--- src/rtl/lz_expand.sv ---
// rtl/lz_expand.sv - leading-zero expander: {zero, count, mantissa} beats to full words, 2-stage pipe.
// Optional LZ_EXPAND_ROUND_EN sets a mid-point bit just below the mantissa.
module lz_expand #(
  parameter int W_WORD  = 8,
  parameter int W_CNT   = $clog2(W_WORD),
  parameter int M_BITS  = 3,
  parameter int W_BEATS = 16
) (
  input  logic                                 clk,
  input  logic                                 rst_n,
  input  logic                                 in_valid,
  output logic                                 in_ready,
  input  logic                                 in_zero,
  input  logic [W_CNT-1:0]                     in_count,
  input  logic [((M_BITS > 0) ? M_BITS : 1)-1:0] in_mant,
  output logic                                 out_valid,
  input  logic                                 out_ready,
  output logic [W_WORD-1:0]                    out_data,
  output logic [W_BEATS-1:0]                   out_beats
);

  localparam int W_MP    = (M_BITS > 0) ? M_BITS : 1;
  localparam int RND_POS = W_WORD - 2 - M_BITS;
  localparam int RND_SH  = (RND_POS >= 0) ? RND_POS : 0;
  localparam logic [W_WORD-1:0] ONE_W    = {{(W_WORD-1){1'b0}}, 1'b1};
  localparam logic [W_WORD-1:0] RND_MASK = (RND_POS >= 0) ? (ONE_W << RND_SH) : '0;

  logic              s1_valid_q, s1_valid_d;
  logic              s1_zero_q,  s1_zero_d;
  logic [W_CNT-1:0]  s1_count_q, s1_count_d;
  logic [W_MP-1:0]   s1_mant_q,  s1_mant_d;
  logic              out_valid_q, out_valid_d;
  logic [W_WORD-1:0] out_data_q,  out_data_d;
  logic [W_BEATS-1:0] beats_q,    beats_d;

  logic              s2_take;
  logic              s1_take;
  logic [W_WORD-1:0] base_w;
  logic [W_WORD-1:0] expanded;

  assign s2_take  = !out_valid_q || out_ready;
  assign s1_take  = !s1_valid_q || s2_take;
  assign in_ready = s1_take;

  // Leading one at the MSB with the mantissa directly below; the shift drops what falls off bit 0.
  always_comb begin
    base_w = '0;
    base_w[W_WORD-1] = 1'b1;
    for (int i = 0; i < M_BITS; i++) begin
      base_w[W_WORD-2-i] = s1_mant_q[M_BITS-1-i];
    end
`ifdef LZ_EXPAND_ROUND_EN
    base_w = base_w | RND_MASK;
`endif
    expanded = s1_zero_q ? '0 : (base_w >> s1_count_q);
  end

  always_comb begin
    s1_valid_d  = s1_valid_q;
    s1_zero_d   = s1_zero_q;
    s1_count_d  = s1_count_q;
    s1_mant_d   = s1_mant_q;
    out_valid_d = out_valid_q;
    out_data_d  = out_data_q;
    beats_d     = beats_q;

    if (s1_take) begin
      s1_valid_d = in_valid;
      if (in_valid) begin
        s1_zero_d  = in_zero;
        s1_count_d = in_count;
        s1_mant_d  = in_mant;
      end
    end

    if (s2_take) begin
      out_valid_d = s1_valid_q;
      if (s1_valid_q) begin
        out_data_d = expanded;
      end
    end

    if (out_valid_q && out_ready) begin
      beats_d = beats_q + W_BEATS'(1);
    end
  end

  always_ff @(posedge clk or negedge rst_n) begin
    if (!rst_n) begin
      s1_valid_q  <= 1'b0;
      s1_zero_q   <= 1'b0;
      s1_count_q  <= '0;
      s1_mant_q   <= '0;
      out_valid_q <= 1'b0;
      out_data_q  <= '0;
      beats_q     <= '0;
    end else begin
      s1_valid_q  <= s1_valid_d;
      s1_zero_q   <= s1_zero_d;
      s1_count_q  <= s1_count_d;
      s1_mant_q   <= s1_mant_d;
      out_valid_q <= out_valid_d;
      out_data_q  <= out_data_d;
      beats_q     <= beats_d;
    end
  end

  assign out_valid = out_valid_q;
  assign out_data  = out_data_q;
  assign out_beats = beats_q;

endmodule

--- config.mk ---
export PLATFORM = sky130hd
export DESIGN_NAME = lz_expand
export DESIGN_NICKNAME = d
export VERILOG_FILES = /design/src/rtl/lz_expand.sv
export SDC_FILE = /design/constraint.sdc
export NUM_CORES = 1
export LEC_CHECK = 0
export CORE_MARGIN = 2
export CORE_UTILIZATION = 48
export DETAILED_ROUTE_END_ITERATION = 12
export PLACE_DENSITY = 0.78
export SLEW_MARGIN = 20
export SYNTH_ARGS = -nofsm -noshare
export SYNTH_HDL_FRONTEND = slang
export SYNTH_SLANG_ARGS = --single-unit
--- constraint.sdc ---
create_clock -name clk -period 1.5 [get_ports clk]
set_input_delay 0.45 -clock clk [delete_from_list [all_inputs] [get_ports clk]]
set_output_delay 0.45 -clock clk [all_outputs]
set_load 0.005 [all_outputs]
; ---- Word level (Yosys, flattened, before mapping)
; Index checks and enable logic that the tools add are counted.
; W data, S select, Z words.
[word_totals]
regBits = 33
in_bits = 11
[classes]
add_sub_neg = 1
shift = 1
muxes = 1
reduce_logical = 7
[ops]
columns = operator, n
row1 = $add A16 B1 Y16 const B, 1
row2 = $mux W8, 1
row3 = $shr A8 B3 Y8, 1
row4 = $reduce_and A2 Y1, 2
row5 = $logic_not A1 Y1, 2
row6 = $logic_or A1 B1 Y1, 2
row7 = $logic_and A1 B1 Y1, 1

; ---- Logic depth before layout (Yosys ltp)
; Gate-level depths: netlist (run 1).
[logic_depth]
word_depth = 4
mapped_depth = 5

; ---- Worst setup path before layout (run 1)
; No wires, ideal clock.
[synth_timing]
path_kind = input to register
startpoint = input out_ready
endpoint = register beats_q[13], in the netlist out_beats[13]
arrival_time_ns = 1.272
required_ns = 1.377
slack_ns = 0.105
cell_stages = 4
n_path_buf = 0
path_cell_list = nand4_1 > nor4_4 > nand4_1 > xnor2_1
[synth_via]
elab_chain_cells = 1
[synth_lines]
columns = element, line_no
row1 = from (decl), 17  ; input logic out_ready,
row2 = $logic_and A1 B1 Y1, 83  ; if (out_valid_q && out_ready) begin
row3 = to (signal assigned), 104  ; beats_q <= beats_d;
row4 = to (decl), 34  ; logic [W_BEATS-1:0] beats_q, beats_d;
; Every way passes these cells.
; A chain may end at the register's enable or synchronous reset.

; ---- Worst setup path after layout (run 1)
[layout_timing]
startpoint = register out_valid_q, in the netlist out_valid
endpoint = output in_ready
[layout_via]
elab_chain_cells = 3
[layout_lines]
columns = element, line_no
row1 = from (decl), 32  ; logic out_valid_q, out_valid_d;
row2 = from (signal assigned), 102  ; out_valid_q <= out_valid_d;
row3 = $logic_not A1 Y1, 41  ; assign s2_take = !out_valid_q || out_ready;
row4 = $logic_or A1 B1 Y1, 41
row5 = $logic_or A1 B1 Y1, 42  ; assign s1_take = !s1_valid_q || s2_take;
row6 = to (decl), 12  ; output logic in_ready,
; Every way passes these cells.

==> impl_metrics.tcl, run 1 <==
set metrics [dict create \
    synth.area.top_cells "dfrtp_1 (57%), mux2_2 (6.9%), xnor2_1 (5.4%)" \
    grt-ovfl-total 0 \
    synth_edf_count 0 \
    power_frac_clock 0.185 \
    max_freq_mhz 651.0 \
    swShare 0.3086 \
    area_growth_pct 49.40 \
    synth_cell_type_count 31 \
    p_int_w 0.001729 \
    num_rows 20 \
    path_cells "buf_4, nand3b_1, buf_2" \
    grt_antenna_before_repair 0 \
    synth_fp_nets 141 \
    first_iter_violations 27 \
    die_y_um 59.18 \
    crit_fanout 2 \
    synth_area_per_cell_um2 11.33 \
    ant_nets 0 \
    routed_via_density 5.129 \
    start_util 0.4908 \
    critPathKind "flop to primary output" \
    hold_buffers 0 \
    ys_top_cells_by_count "dfrtp_1 (33), nand2_1 (17), mux2_2 (9), o21ai_0 (9), xnor2_1 (9)" \
    p_leak_nw 1.121 \
    synth_seq_cells 33 \
    reg2reg_slack_ns -0.01 \
    power_frac_comb 0.356 \
    setup_slack_ns -0.03615 \
    drt_drc_violations_left 0 \
    grt_pass1_vias 1241 \
    port_buffers 36 \
    vias 1236 \
    drt_first_pass_iters 4 \
    crit_arrival_ns 1.09 \
    path_buf_inv 2 \
    dp_hpwl_um 2148 \
    io_pins 37 \
    async_flop_share 1.000 \
    ir_drop_mv 0.8360 \
    cts_max_level 2 \
    cp_data_required_time_ns 1.05 \
    synth.yosys.warnings 0 \
    rsz0062_at_grt "yes" \
    fin_nets 219 \
    cts-root-buf "clkbuf_4" \
    critPathSlowestCell "dfrtp_1" \
    slew_headroom 0.7863 \
    antenna-diode-count 0 \
    synth.top_cell.area_share 0.5651 \
    hold_ws_ns 0.4810 \
    startpoint_type "flop" \
    syn_area_mm2 0.001461 \
    p_sw_w 0.0007718 \
    fin_crit_ns 1.536 \
    insertion_delay_ns 0.32 \
    coreArea_mm2 0.002978 \
    slowest_delay_ns 0.42 \
    path_delay_family "flip-flops" \
    holdCritPathClass "flop to flop" \
    synth.most_common_cell "dfrtp_1" \
    die-area_mm2 0.003502 \
    grt_max_degree 34 \
    utilization 0.7332 \
    fp.dieW_um 59.18 \
    violations "negative setup slack" \
    cts_tree "done" \
    hold_viol_final 0 \
    p_seq_frac 0.459 \
    dpl-instance-area_mm2 0.001958 \
    end_kind "primary output" \
    wirelength_um 3116 \
    cts_inserted_buffers 5 \
    syn_inst 129 \
    slew_violations 0 \
    yosysTopAreaCell "dfrtp_1" \
    max_cap_viol_count 0 \
    fin_crit_sh 1.024 \
    drive_gt1_frac 0.2933 \
    status "finished with violations" \
    routedWlPerCell_um 12.93 \
    grtUsageTotal 0.1994 \
    yosysSeqAreaShare 0.5651 \
    ys.flop_type "dfrtp_1" \
    cts_buffer_depth 2 \
    clock_skew_ns 0.007751 \
    grt_pass1_wl_um 5347 \
    cts_sinks 33 \
    final_area_mm2 0.002183 \
    worstMarginPinSlew_ns 0.3181 \
    power_density_mw_per_mm2 1145 \
    gp_congestion 0.9118 \
    setup_viol 2 \
    clk_pin_slew_worst_paths_ns 0.10 \
]
[cell type report]
cell class / instances / area, um2
Clock buffer: 8 / 48.80
Multi-Input combinational cell: 88 / 628.1
Timing Repair Buffer: 74 / 620.6
Fill cell: 214 / 794.5
Tap cell: 33 / 41.29
Inverter: 5 / 18.77
Sequential cell: 33 / 825.8
[flip-flops by register name (all words and copies together), names as in the netlist]
signal,flops
out_valid,1
s1_valid_q,1
out_beats,16
s1_mant_q,3
s1_count_q,3
s1_zero_q,1
out_data,8
[path summary, 6_finish.rpt]
path | startpoint | to | depth (start not counted)
worst min register to register | out_data[2]$_DFFE_PN0P_ | out_data[2]$_DFFE_PN0P_ | 2
worst max register to register | out_valid$_DFFE_PN0P_ | out_beats[13]$_DFFE_PN0P_ | 5
worst max-delay path | out_valid$_DFFE_PN0P_ | in_ready | 3
min in group asynchronous | rst_n | out_beats[6]$_DFFE_PN0P_ | 2
max in group asynchronous | rst_n | out_data[6]$_DFFE_PN0P_ | 2
worst min-delay path | out_data[2]$_DFFE_PN0P_ | out_data[2]$_DFFE_PN0P_ | 2
[per-stage QoR]
stage	TNS, ns	std cells	total power [W]	worst slack [ns]
after global placement	-9.631	208	0.001903	-0.5674
final	-0.04836	241	0.002501	-0.03615
after global routing	-0.5661	241	0.002656	-0.1235
after detailed placement	-11.25	208	0.001939	-0.6248
after CTS	-0.05330	240	0.002474	-0.04168
after floorplan	0	129	0.001517	0.1053
[cell families (layout without fill, tap and decap cells)]
family / after synthesis / count (layout) / share of synthesized area
multiplexers: 10 / 10 / 0.07620
flip-flops: 33 / 33 / 0.5651
adder cells (fa/ha/maj): 1 / 1 / 0.008560
AO/OA/AOI/OAI: 16 / 16 / 0.06850
buffers and inverters: 8 / 87 / 0.02311
XOR/XNOR: 15 / 15 / 0.08990
AND/OR/NAND/NOR: 46 / 46 / 0.1687
[routing by layer]
layer | track usage | wire [um]
met5 | 0 | 0
met4 | 0.08442 | 40
met3 | 0.03930 | 134
met2 | 0.3254 | 1569
met1 | 0.2589 | 1372
[worst min-delay path, stage by stage, from the launching register on]
cell and delay, ns:
dfrtp_1 0.35, nand2_1 0.04, o21ai_0 0.06
[placed cells by master, fill, tap and decap left out, types with 3 or more instances in the layout]
cell,count
nand2_1,15
clkbuf_4,5
nor2_1,3
nor3_1,3
o21ai_0,8
inv_1,5
buf_4,36
xnor2_1,9
dlygate4sd2_1,25
nand3_1,5
nand4_1,4
mux2_2,9
clkbuf_1,3
clkdlybuf4s50_1,9
dfrtp_1,33
xor2_1,6
[timing repair]
item / 4_1_cts / 5_1_grt
endpoints found under the setup margin: 41 / 19
pin swaps: 2 / 5
resized for setup: 33 / 7
setup buffers: 24 / 1
[power by group through the flow]
stage / Combinational [W] / Clock [W] / Sequential, W
floorplan: 0.000320 / 0 / 0.00120
global placement: 0.000695 / 0 / 0.00121
detailed placement: 0.000720 / 0 / 0.00122
CTS: 0.000858 / 0.000471 / 0.00114
global route: 0.000972 / 0.000514 / 0.00117
finish: 0.000890 / 0.000462 / 0.00115
Power figures use the tool's default switching activity.
==> run 2, diff against run 1 <==
--- a/config.mk
+++ b/config.mk
@@ -5,6 +5,7 @@
 export SDC_FILE = /design/constraint.sdc
 export NUM_CORES = 1
 export LEC_CHECK = 0
+export CAP_MARGIN = 0
 export CORE_MARGIN = 2
 export CORE_UTILIZATION = 48
 export DETAILED_ROUTE_END_ITERATION = 12
==> results of run 2 <==
Final layout, timing and power as in run 1 (identical DEF).
==> run 3, diff against run 2 <==
--- a/config.mk
+++ b/config.mk
@@ -9,6 +9,7 @@
 export CORE_MARGIN = 2
 export CORE_UTILIZATION = 48
 export DETAILED_ROUTE_END_ITERATION = 12
+export GPL_ROUTABILITY_DRIVEN = 0
 export PLACE_DENSITY = 0.78
 export SLEW_MARGIN = 20
 export SYNTH_ARGS = -nofsm -noshare
==> results of run 3 <==
Final layout, timing and power as in run 1 (identical DEF).
